--- config.mk ---
export PLATFORM = sky130hd
export DESIGN_NAME = pipe_hazard_ctrl_flat
export DESIGN_NICKNAME = d
export VERILOG_FILES = /design/src/rtl/machine_mode_types_pkg.sv /design/src/rtl/rv32i_types_pkg.sv /design/src/rtl/pipe_hazard_ctrl_if.sv /design/src/rtl/dwait_timer.sv /design/src/rtl/pipe_hazard_ctrl.sv /design/src/flat_wrapper.sv
export SDC_FILE = /design/constraint.sdc
export NUM_CORES = 1
export LEC_CHECK = 0
export BUFFER_PORTS_ARGS = -buffer_cell sky130_fd_sc_hd__buf_4
export CAP_MARGIN = 20
export CORE_ASPECT_RATIO = 1.1
export CORE_MARGIN = 1.5
export CORE_UTILIZATION = 48
export DETAILED_ROUTE_END_ITERATION = 10
export PLACE_DENSITY = 0.82
export SYNTH_ARGS = -nofsm -noshare
export SYNTH_HDL_FRONTEND = slang
export SYNTH_SLANG_ARGS = --single-unit
--- constraint.sdc ---
create_clock -name CLK -period 3.2 [get_ports CLK]
set_input_delay 0.64 -clock CLK [delete_from_list [all_inputs] [get_ports CLK]]
set_output_delay 0.64 -clock CLK [all_outputs]
set_load 0.02 [all_outputs]
--- src/rtl/machine_mode_types_pkg.sv ---
// rtl/machine_mode_types_pkg.sv - machine-mode trap cause codes
package machine_mode_types_pkg;
  localparam logic [3:0] CAUSE_INSN_FAULT  = 4'd1;
  localparam logic [3:0] CAUSE_ILLEGAL     = 4'd2;
  localparam logic [3:0] CAUSE_BREAKPOINT  = 4'd3;
  localparam logic [3:0] CAUSE_LOAD_FAULT  = 4'd5;
  localparam logic [3:0] CAUSE_STORE_FAULT = 4'd7;
  localparam logic [3:0] CAUSE_ECALL_M     = 4'd11;
endpackage

--- src/rtl/rv32i_types_pkg.sv ---
// rtl/rv32i_types_pkg.sv - shared rv32i pipeline types
package rv32i_types_pkg;
  typedef enum logic [1:0] {
    SEQ     = 2'd0,
    TRAPVEC = 2'd1,
    EPC     = 2'd2
  } npc_sel_t;
endpackage

--- src/rtl/pipe_hazard_ctrl_if.sv ---
// rtl/pipe_hazard_ctrl_if.sv - decode/memory inputs and pipeline control outputs
interface pipe_hazard_ctrl_if;
  import rv32i_types_pkg::*;

  logic       ex_valid;
  logic       dren, dwen;
  logic       halt, ret_insn;
  logic       fault_insn, illegal_insn, breakpoint, ecall_insn;
  logic       branch_taken, jump;
  logic       i_busy, d_busy;
  logic       irq_pending;
  logic [3:0] irq_cause;

  logic       d_req;
  logic       commit;
  logic       pc_en;
  npc_sel_t   npc_sel;
  logic       if_ex_stall, if_ex_flush;
  logic       trap_en, mret_en;
  logic       trap_is_irq;
  logic [3:0] trap_cause;
  logic       halted;

  modport slave (
    input  ex_valid, dren, dwen, halt, ret_insn, fault_insn, illegal_insn,
           breakpoint, ecall_insn, branch_taken, jump, i_busy, d_busy,
           irq_pending, irq_cause,
    output d_req, commit, pc_en, npc_sel, if_ex_stall, if_ex_flush,
           trap_en, mret_en, trap_is_irq, trap_cause, halted
  );

  modport master (
    output ex_valid, dren, dwen, halt, ret_insn, fault_insn, illegal_insn,
           breakpoint, ecall_insn, branch_taken, jump, i_busy, d_busy,
           irq_pending, irq_cause,
    input  d_req, commit, pc_en, npc_sel, if_ex_stall, if_ex_flush,
           trap_en, mret_en, trap_is_irq, trap_cause, halted
  );
endinterface

--- src/rtl/dwait_timer.sv ---
// rtl/dwait_timer.sv - counts cycles spent waiting on the data memory
module dwait_timer #(
  parameter int DWAIT_TIMEOUT = 64,
  parameter int CNT_W         = $clog2(DWAIT_TIMEOUT)
) (
  input  logic CLK,
  input  logic nRST,
  input  logic clear,
  input  logic enable,
  output logic expired
);
  logic [CNT_W-1:0] cnt_q, cnt_d;

  always_comb begin
    cnt_d = cnt_q;
    if (clear) begin
      cnt_d = '0;
    end else if (enable) begin
      cnt_d = cnt_q + 1'b1;
    end
  end

  always_ff @(posedge CLK or negedge nRST) begin
    if (!nRST) begin
      cnt_q <= '0;
    end else begin
      cnt_q <= cnt_d;
    end
  end

  // Expired on the last allowed wait cycle, so the fault is raised in that same cycle.
  assign expired = (cnt_q == CNT_W'(DWAIT_TIMEOUT - 1));
endmodule

--- src/rtl/pipe_hazard_ctrl.sv ---
// rtl/pipe_hazard_ctrl.sv - fetch/execute sequencing: stalls, flushes, commit, traps, MRET, halt
module pipe_hazard_ctrl
  import machine_mode_types_pkg::*;
  import rv32i_types_pkg::*;
#(
  parameter int DWAIT_TIMEOUT = 64,
  parameter int CNT_W         = $clog2(DWAIT_TIMEOUT)
) (
  input logic               CLK,
  input logic               nRST,
  pipe_hazard_ctrl_if.slave bus
);
  typedef enum logic [2:0] {
    S_RUN, S_DWAIT, S_TRAP, S_RET, S_HALT
  } state_e;

  state_e     state_q, state_d;
  logic [3:0] trap_cause_q, trap_cause_d;
  logic       trap_is_irq_q, trap_is_irq_d;
  logic       tmr_clear, tmr_en, tmr_expired;
  logic       mem_op, exc_any, redirect;

  assign mem_op   = bus.dren | bus.dwen;
  assign exc_any  = bus.fault_insn | bus.illegal_insn | bus.breakpoint | bus.ecall_insn;
  assign redirect = bus.branch_taken | bus.jump;

  dwait_timer #(
    .DWAIT_TIMEOUT(DWAIT_TIMEOUT),
    .CNT_W        (CNT_W)
  ) u_dwait_timer (
    .CLK    (CLK),
    .nRST   (nRST),
    .clear  (tmr_clear),
    .enable (tmr_en),
    .expired(tmr_expired)
  );

  always_comb begin
    state_d         = state_q;
    trap_cause_d    = trap_cause_q;
    trap_is_irq_d   = trap_is_irq_q;
    tmr_clear       = 1'b0;
    tmr_en          = 1'b0;
    bus.d_req       = 1'b0;
    bus.commit      = 1'b0;
    bus.pc_en       = 1'b0;
    bus.npc_sel     = SEQ;
    bus.if_ex_stall = 1'b0;
    bus.if_ex_flush = 1'b0;
    bus.trap_en     = 1'b0;
    bus.mret_en     = 1'b0;
    bus.halted      = 1'b0;

    unique case (state_q)
      S_RUN: begin
        tmr_clear = 1'b1;
        if (!bus.ex_valid) begin
          bus.pc_en       = !bus.i_busy;
          bus.if_ex_flush = bus.i_busy;
        end else if (bus.halt) begin
          bus.if_ex_stall = 1'b1;
          state_d         = S_HALT;
        end else if (exc_any) begin
          bus.if_ex_stall = 1'b1;
          trap_is_irq_d   = 1'b0;
          trap_cause_d    = bus.fault_insn   ? CAUSE_INSN_FAULT :
                            bus.illegal_insn ? CAUSE_ILLEGAL    :
                            bus.breakpoint   ? CAUSE_BREAKPOINT : CAUSE_ECALL_M;
          state_d         = S_TRAP;
        end else if (bus.irq_pending && !mem_op) begin
          // No commit here: the interrupted instruction re-executes after the handler.
          bus.if_ex_stall = 1'b1;
          trap_is_irq_d   = 1'b1;
          trap_cause_d    = bus.irq_cause;
          state_d         = S_TRAP;
        end else if (bus.ret_insn) begin
          bus.commit      = 1'b1;
          bus.if_ex_stall = 1'b1;
          state_d         = S_RET;
        end else if (mem_op && bus.d_busy) begin
          bus.d_req       = 1'b1;
          bus.if_ex_stall = 1'b1;
          state_d         = S_DWAIT;
        end else begin
          bus.d_req       = mem_op;
          bus.commit      = 1'b1;
          bus.pc_en       = !bus.i_busy;
          bus.if_ex_flush = redirect | bus.i_busy;
        end
      end
      S_DWAIT: begin
        tmr_en = 1'b1;
        if (!bus.d_busy) begin
          bus.d_req       = 1'b1;
          bus.commit      = 1'b1;
          bus.pc_en       = !bus.i_busy;
          bus.if_ex_flush = redirect | bus.i_busy;
          state_d         = S_RUN;
        end else if (tmr_expired) begin
          bus.if_ex_stall = 1'b1;
          trap_is_irq_d   = 1'b0;
          trap_cause_d    = bus.dwen ? CAUSE_STORE_FAULT : CAUSE_LOAD_FAULT;
          state_d         = S_TRAP;
        end else begin
          bus.d_req       = 1'b1;
          bus.if_ex_stall = 1'b1;
        end
      end
      S_TRAP: begin
        bus.trap_en     = 1'b1;
        bus.npc_sel     = TRAPVEC;
        bus.pc_en       = 1'b1;
        bus.if_ex_flush = 1'b1;
        state_d         = S_RUN;
      end
      S_RET: begin
        bus.mret_en     = 1'b1;
        bus.npc_sel     = EPC;
        bus.pc_en       = 1'b1;
        bus.if_ex_flush = 1'b1;
        state_d         = S_RUN;
      end
      S_HALT: begin
        bus.halted      = 1'b1;
        bus.if_ex_stall = 1'b1;
      end
      default: state_d = S_RUN;
    endcase
  end

  always_ff @(posedge CLK or negedge nRST) begin
    if (!nRST) begin
      state_q       <= S_RUN;
      trap_cause_q  <= '0;
      trap_is_irq_q <= 1'b0;
    end else begin
      state_q       <= state_d;
      trap_cause_q  <= trap_cause_d;
      trap_is_irq_q <= trap_is_irq_d;
    end
  end

  assign bus.trap_cause  = trap_cause_q;
  assign bus.trap_is_irq = trap_is_irq_q;
endmodule

--- src/flat_wrapper.sv ---
// flat-port wrapper written by rule: the top's interface ports become plain ports
module pipe_hazard_ctrl_flat import machine_mode_types_pkg::*; import rv32i_types_pkg::*;
#(
  parameter int DWAIT_TIMEOUT = 64,
  parameter int CNT_W         = $clog2(DWAIT_TIMEOUT)
)
  (CLK, nRST, bus_ex_valid, bus_dren, bus_dwen, bus_halt, bus_ret_insn, bus_fault_insn, bus_illegal_insn, bus_breakpoint, bus_ecall_insn, bus_branch_taken, bus_jump, bus_i_busy, bus_d_busy, bus_irq_pending, bus_irq_cause, bus_d_req, bus_commit, bus_pc_en, bus_npc_sel, bus_if_ex_stall, bus_if_ex_flush, bus_trap_en, bus_mret_en, bus_trap_is_irq, bus_trap_cause, bus_halted);
  pipe_hazard_ctrl_if bus_i ();
  input logic CLK;
  input logic nRST;
  input wire logic [$bits(bus_i.ex_valid)-1:0] bus_ex_valid;
  input wire logic [$bits(bus_i.dren)-1:0] bus_dren;
  input wire logic [$bits(bus_i.dwen)-1:0] bus_dwen;
  input wire logic [$bits(bus_i.halt)-1:0] bus_halt;
  input wire logic [$bits(bus_i.ret_insn)-1:0] bus_ret_insn;
  input wire logic [$bits(bus_i.fault_insn)-1:0] bus_fault_insn;
  input wire logic [$bits(bus_i.illegal_insn)-1:0] bus_illegal_insn;
  input wire logic [$bits(bus_i.breakpoint)-1:0] bus_breakpoint;
  input wire logic [$bits(bus_i.ecall_insn)-1:0] bus_ecall_insn;
  input wire logic [$bits(bus_i.branch_taken)-1:0] bus_branch_taken;
  input wire logic [$bits(bus_i.jump)-1:0] bus_jump;
  input wire logic [$bits(bus_i.i_busy)-1:0] bus_i_busy;
  input wire logic [$bits(bus_i.d_busy)-1:0] bus_d_busy;
  input wire logic [$bits(bus_i.irq_pending)-1:0] bus_irq_pending;
  input wire logic [$bits(bus_i.irq_cause)-1:0] bus_irq_cause;
  output wire logic [$bits(bus_i.d_req)-1:0] bus_d_req;
  output wire logic [$bits(bus_i.commit)-1:0] bus_commit;
  output wire logic [$bits(bus_i.pc_en)-1:0] bus_pc_en;
  output wire logic [$bits(bus_i.npc_sel)-1:0] bus_npc_sel;
  output wire logic [$bits(bus_i.if_ex_stall)-1:0] bus_if_ex_stall;
  output wire logic [$bits(bus_i.if_ex_flush)-1:0] bus_if_ex_flush;
  output wire logic [$bits(bus_i.trap_en)-1:0] bus_trap_en;
  output wire logic [$bits(bus_i.mret_en)-1:0] bus_mret_en;
  output wire logic [$bits(bus_i.trap_is_irq)-1:0] bus_trap_is_irq;
  output wire logic [$bits(bus_i.trap_cause)-1:0] bus_trap_cause;
  output wire logic [$bits(bus_i.halted)-1:0] bus_halted;
  assign bus_i.ex_valid = bus_ex_valid;
  assign bus_i.dren = bus_dren;
  assign bus_i.dwen = bus_dwen;
  assign bus_i.halt = bus_halt;
  assign bus_i.ret_insn = bus_ret_insn;
  assign bus_i.fault_insn = bus_fault_insn;
  assign bus_i.illegal_insn = bus_illegal_insn;
  assign bus_i.breakpoint = bus_breakpoint;
  assign bus_i.ecall_insn = bus_ecall_insn;
  assign bus_i.branch_taken = bus_branch_taken;
  assign bus_i.jump = bus_jump;
  assign bus_i.i_busy = bus_i_busy;
  assign bus_i.d_busy = bus_d_busy;
  assign bus_i.irq_pending = bus_irq_pending;
  assign bus_i.irq_cause = bus_irq_cause;
  assign bus_d_req = bus_i.d_req;
  assign bus_commit = bus_i.commit;
  assign bus_pc_en = bus_i.pc_en;
  assign bus_npc_sel = bus_i.npc_sel;
  assign bus_if_ex_stall = bus_i.if_ex_stall;
  assign bus_if_ex_flush = bus_i.if_ex_flush;
  assign bus_trap_en = bus_i.trap_en;
  assign bus_mret_en = bus_i.mret_en;
  assign bus_trap_is_irq = bus_i.trap_is_irq;
  assign bus_trap_cause = bus_i.trap_cause;
  assign bus_halted = bus_i.halted;
  pipe_hazard_ctrl #(.DWAIT_TIMEOUT(DWAIT_TIMEOUT), .CNT_W(CNT_W)) u_core (.CLK(CLK), .nRST(nRST), .bus(bus_i));
endmodule
# Word-level counts from Yosys, hierarchy flattened
# Cells that the tools add are included.
# classes
addsub	1
mul	0
n_div	0
order_cmp	0
eq_ne	12
shift	0
n_mux	76
n_bitwise	7
reduce_logical	10
# op_table
op	count
$mux W1	47
$mux W4	9
$mux W3	8
$mux W6	2
$pmux W1 S3	3
$pmux W3 S3	1
$pmux W4 S2	1
$add A6 B1 Y6 const B	1
$eq A3 B2 Y1 const B	2
$eq A6 B6 Y1 const B	1
$ne A2 B2 Y1 const B	3
$ne A6 B3 Y1 const B	1
$or A1 B1 Y1	6
$pmux W1 S2	3
$reduce_and A6 Y1	1
$pmux W2 S2	1
$reduce_and A4 Y1	1
$reduce_bool A2 Y1	2
$eq A3 B1 Y1 const B	1
$eq A3 B3 Y1 const B	1
$logic_not A3 Y1	1
$ne A3 B1 Y1 const B	1
$ne A3 B2 Y1 const B	1
$logic_and A1 B1 Y1	2
5 further kinds	6
# word_totals
regBits	14
latch_bits	0
ram_bits	0
mem_bits_ro	0
out_inout_bits	15
elab_cells	110
memories	0

# Longest topological paths before layout
# depth
ltp_word	9
mapped_depth	7
ltp_nobuf	5

# Hierarchy
# From an unflattened synthesis, not the netlist that was laid out.
# hier_totals
cells_unflattened	112
hier_area_um2	1007.2
# modules_own_cells
module	n_inst	cells_each	area_per_inst_um2	seq_area_each_um2
pipe_hazard_ctrl	1	84	725.7	200.2
dwait_timer	1	28	281.5	150.1

# Worst setup path before layout
# OpenSTA, ideal clock, no wires.
# synth_path
kind	input-to-output
startpoint	in bus_illegal_insn
endpoint	out bus_if_ex_stall
arrival_ns	2.132
required_time_ns	2.560
setup_slack_ns	0.428
cell_stages	5
path_buffers	1
cell_sequence	or4_4 > buf_6 > a2111oi_4 > nand2_2 > a311o_1
# synth_via
elab_chain_len	7
# synth_lines
element	line	rtl
start: declaration	flat_wrapper.sv:17	input wire logic [$bits(bus_i.illegal_insn)-1:0] bus_illegal_insn;
$or A1 B1 Y1 (3 in a row)	pipe_hazard_ctrl.sv:24	assign exc_any = bus.fault_insn | bus.illegal_insn | bus.breakpoint | bus.ecall_insn;
$mux W1	pipe_hazard_ctrl.sv:63	end else if (exc_any) begin
$mux W1	pipe_hazard_ctrl.sv:60	end else if (bus.halt) begin
$mux W1	pipe_hazard_ctrl.sv:57	if (!bus.ex_valid) begin
$pmux W1 S3	pipe_hazard_ctrl.sv:54	unique case (state_q)
end: declaration	flat_wrapper.sv:30	output wire logic [$bits(bus_i.if_ex_stall)-1:0] bus_if_ex_stall;
# Every way passes these cells.

# Worst setup path in the final report
# Same ends and word-level chain as after synthesis.

==> reports/qor.txt <==
Initial Util: 52.3%
setup bufs post-CTS: 0
chip width: 45.7 um
Post-CTS Hold Buffers: 0
CTS Buf Count: 3
number of global-route vias before repair: 868
clk sinks: 14
leakage dissipation: 0.589 nW
Crit. End Element: primary output
Max Cap Viol: 0
asr flop ratio synth: 100%
H-tree levels: 1
Post-synth EDFFs: 0
flop2flop setup slack: 1.30 ns
TritonRoute pass-1 iters: 4
fin crit share: 92.9%
CP Launch Type: input pin
Top Ports: 35
CP Class: in -> out
HPWL reported at the end of detailed placement: 1780 um
I/O Buffers: 34
Primary FF master, synth: dfrtp_1
TritonCTS clock tree: done
Setup Skew: 0.00861 ns
setup tns final: 0 ns
Post-DP Area: 1210 um2
num rows: 16
Synth Instances: 111
crit-path max cell delay: 0.59 ns
design area: 1250 um2
library cells used by synthesis: 37
Post-Place Worst Slack: 0.232 ns
largest net degree at the start of global routing: 18
Synth-to-Final Area Change: 29.7%
DRT met1 WL: 937 um
Max Used Layer: met4
CP dominant cell by count: buf_4
Vias/cell: 5.43
initial drt markers: 16
GP Congestion: 0.767
root buf cell: clkbuf_4
full die area: 2290 um2
routed len/inst: 13.3 um
Setup-failing EPs final: 0
met2 wire length: 1140 um
WP depth: 6
synthesized area: 963 um2
first-pass GRT wire length: 3640 um
Min-Delay Path Class: in -> async
Yosys warning count: 0
arrival time worst endpoint: 2.33 ns
Slew headroom: 72.4%
Power per Cell Area: 406 nW/um2
layout net count: 164
met3 wire len: 129 um
Clock transition at path regs: 0.09 ns
post-route minimum period: 2.97 ns
CP cell instances: buf_4 -> or4_4 -> a2111oi_4 -> nand2_2 -> a311o_1 -> buf_4
initial antenna violation count: 0
Peak VDD IR: 0.000350 V
final worst slack: 0.228 ns
number of gates resized after cts: 0
Post-Syn Nets: 132
clock buffer depth: 2
Hold Slack: 0.188 ns
ANT cells: 0
share of the yosys chip area belonging to registers: 36.4%
GR Util All Layers: 21.3%
Crit path max-delay family: simple AND/OR/NAND/NOR gates
Synth Register Bits: 14
share of cells above drive strength 1: 37.3%
Final Max Slew Viols: 0
Max Freq: 337 MHz
outcome: finished clean
Reg2Reg Depth: 4
endpoints failing hold: 0
core box area: 1840 um2
CP bufs+invs: 2
Tot Pwr: 507 uW
Avg Synthesized Cell Area: 8.68 um2
Routed WL: 2240 um
vias after detailed routing: 918
Die H: 50.0 um
Detail Route Antenna Nets: 0
CP required: 2.56 ns
gr ovfl total: 0
worst skew pair latency: 0.28 ns
RSZ-0062 raised after global routing: false
DRC errors left: 0
worst slew pin tran: 0.413 ns
Max Fanout on Critical Path: 8
fill cell count: 172
Worst path slowest cell: or4_4
-- layout by cell type, fill, tap and decap left out --
master,count
or4_4,1
mux2i_1,1
nor3_1,6
nor2_1,12
mux2_2,5
a31o_2,1
o21ai_0,7
a311o_1,1
or2_2,2
a21oi_1,9
o211ai_1,1
o22ai_1,3
nor3_2,1
nand2_1,11
buf_4,34
a211o_1,1
a22oi_4,1
a21o_1,1
nor3b_1,4
or3_1,2
nand2_2,1
a22oi_1,1
clkbuf_4,3
clkbuf_8,1
nand3_1,3
nand2b_1,2
or3b_2,2
o21bai_1,1
dfrtp_1,14
a2111oi_4,1
and2_1,1
ha_1,1
a22o_1,1
a211oi_1,1
o32ai_1,1
inv_1,4
-- worst paths after layout --
path	from	endpoint
max	bus_illegal_insn	bus_if_ex_stall
min	nRST	u_core.u_dwait_timer.cnt_q[4]
max reg2reg	u_core.state_q[2]	u_core.bus.trap_cause[1]
min reg2reg	u_core.bus.trap_cause[0]	u_core.bus.trap_cause[0]
max in group asynchronous	nRST	u_core.bus.trap_cause[3]
min in group CLK	u_core.bus.trap_cause[0]	u_core.bus.trap_cause[0]
-- synth_stat cells, types with 2 or more instances --
cell | n | area (um2)
nand2_1 | 11 | 41.3
nand2b_1 | 2 | 12.5
inv_1 | 4 | 15.0
or3b_2 | 2 | 17.5
mux2_2 | 5 | 56.3
or2_2 | 2 | 12.5
o22ai_1 | 3 | 18.8
nand3_1 | 3 | 15.0
or3_1 | 2 | 12.5
clkbuf_1 | 4 | 15.0
nor3b_1 | 4 | 30.0
a21oi_1 | 9 | 45.0
nor2_1 | 12 | 45.0
nor3_1 | 6 | 30.0
dfrtp_1 | 14 | 350
o21ai_0 | 7 | 35.0
-- state kept, by name, summed over array words and instances (netlist names) --
register / cells
u_core.state_q: 3
u_core.bus.trap_cause: 4
u_core.bus.trap_is_irq: 1
u_core.u_dwait_timer.cnt_q: 6
-- report_power, final --
part           switching [mW]  internal (mW)
Combinational          0.0891         0.0780
Clock                  0.0569         0.0692
Sequential             0.0175          0.196
Total                   0.164          0.343
-- per-stage QoR --
step,utilization [%],instances
2_1_floorplan,-,111
3_3_place_gp,65.9,165
3_5_place_dp,65.9,165
4_1_cts,67.9,169
5_1_grt,67.9,169
6_report,67.9,169
-- cell type report --
| class | count | area, um2 | area share [%] |
|---|---|---|---|
| multi-input cells | 86 | 559 | 44.7 |
| flip-flops and latches | 14 | 350 | 28.0 |
| repair buffers | 34 | 255 | 20.4 |
| clock buffers | 4 | 36.3 | 2.90 |
| well taps | 27 | 33.8 | 2.70 |
| inverters | 4 | 15.0 | 1.20 |
-- routing by layer --
layer | up-vias | track usage, %
met5 | - | 0
met4 | 0 | 4.76
met3 | 4 | 5.49
met2 | 34 | 36.4
met1 | 417 | 26.3
li1 | 463 | -
-- cell families (layout without fill, tap and decap cells) --
| kind of cell | after synthesis | in the layout | synth area share (%) |
|---|---|---|---|
| compound gates | 31 | 31 | 23.9 |
| fa+ha+maj | 1 | 1 | 1.30 |
| buf+inv | 11 | 42 | 5.58 |
| flops | 14 | 14 | 36.4 |
| mux | 6 | 6 | 6.88 |
| simple gates | 48 | 48 | 26.0 |
Power figures use the tool's default switching activity.
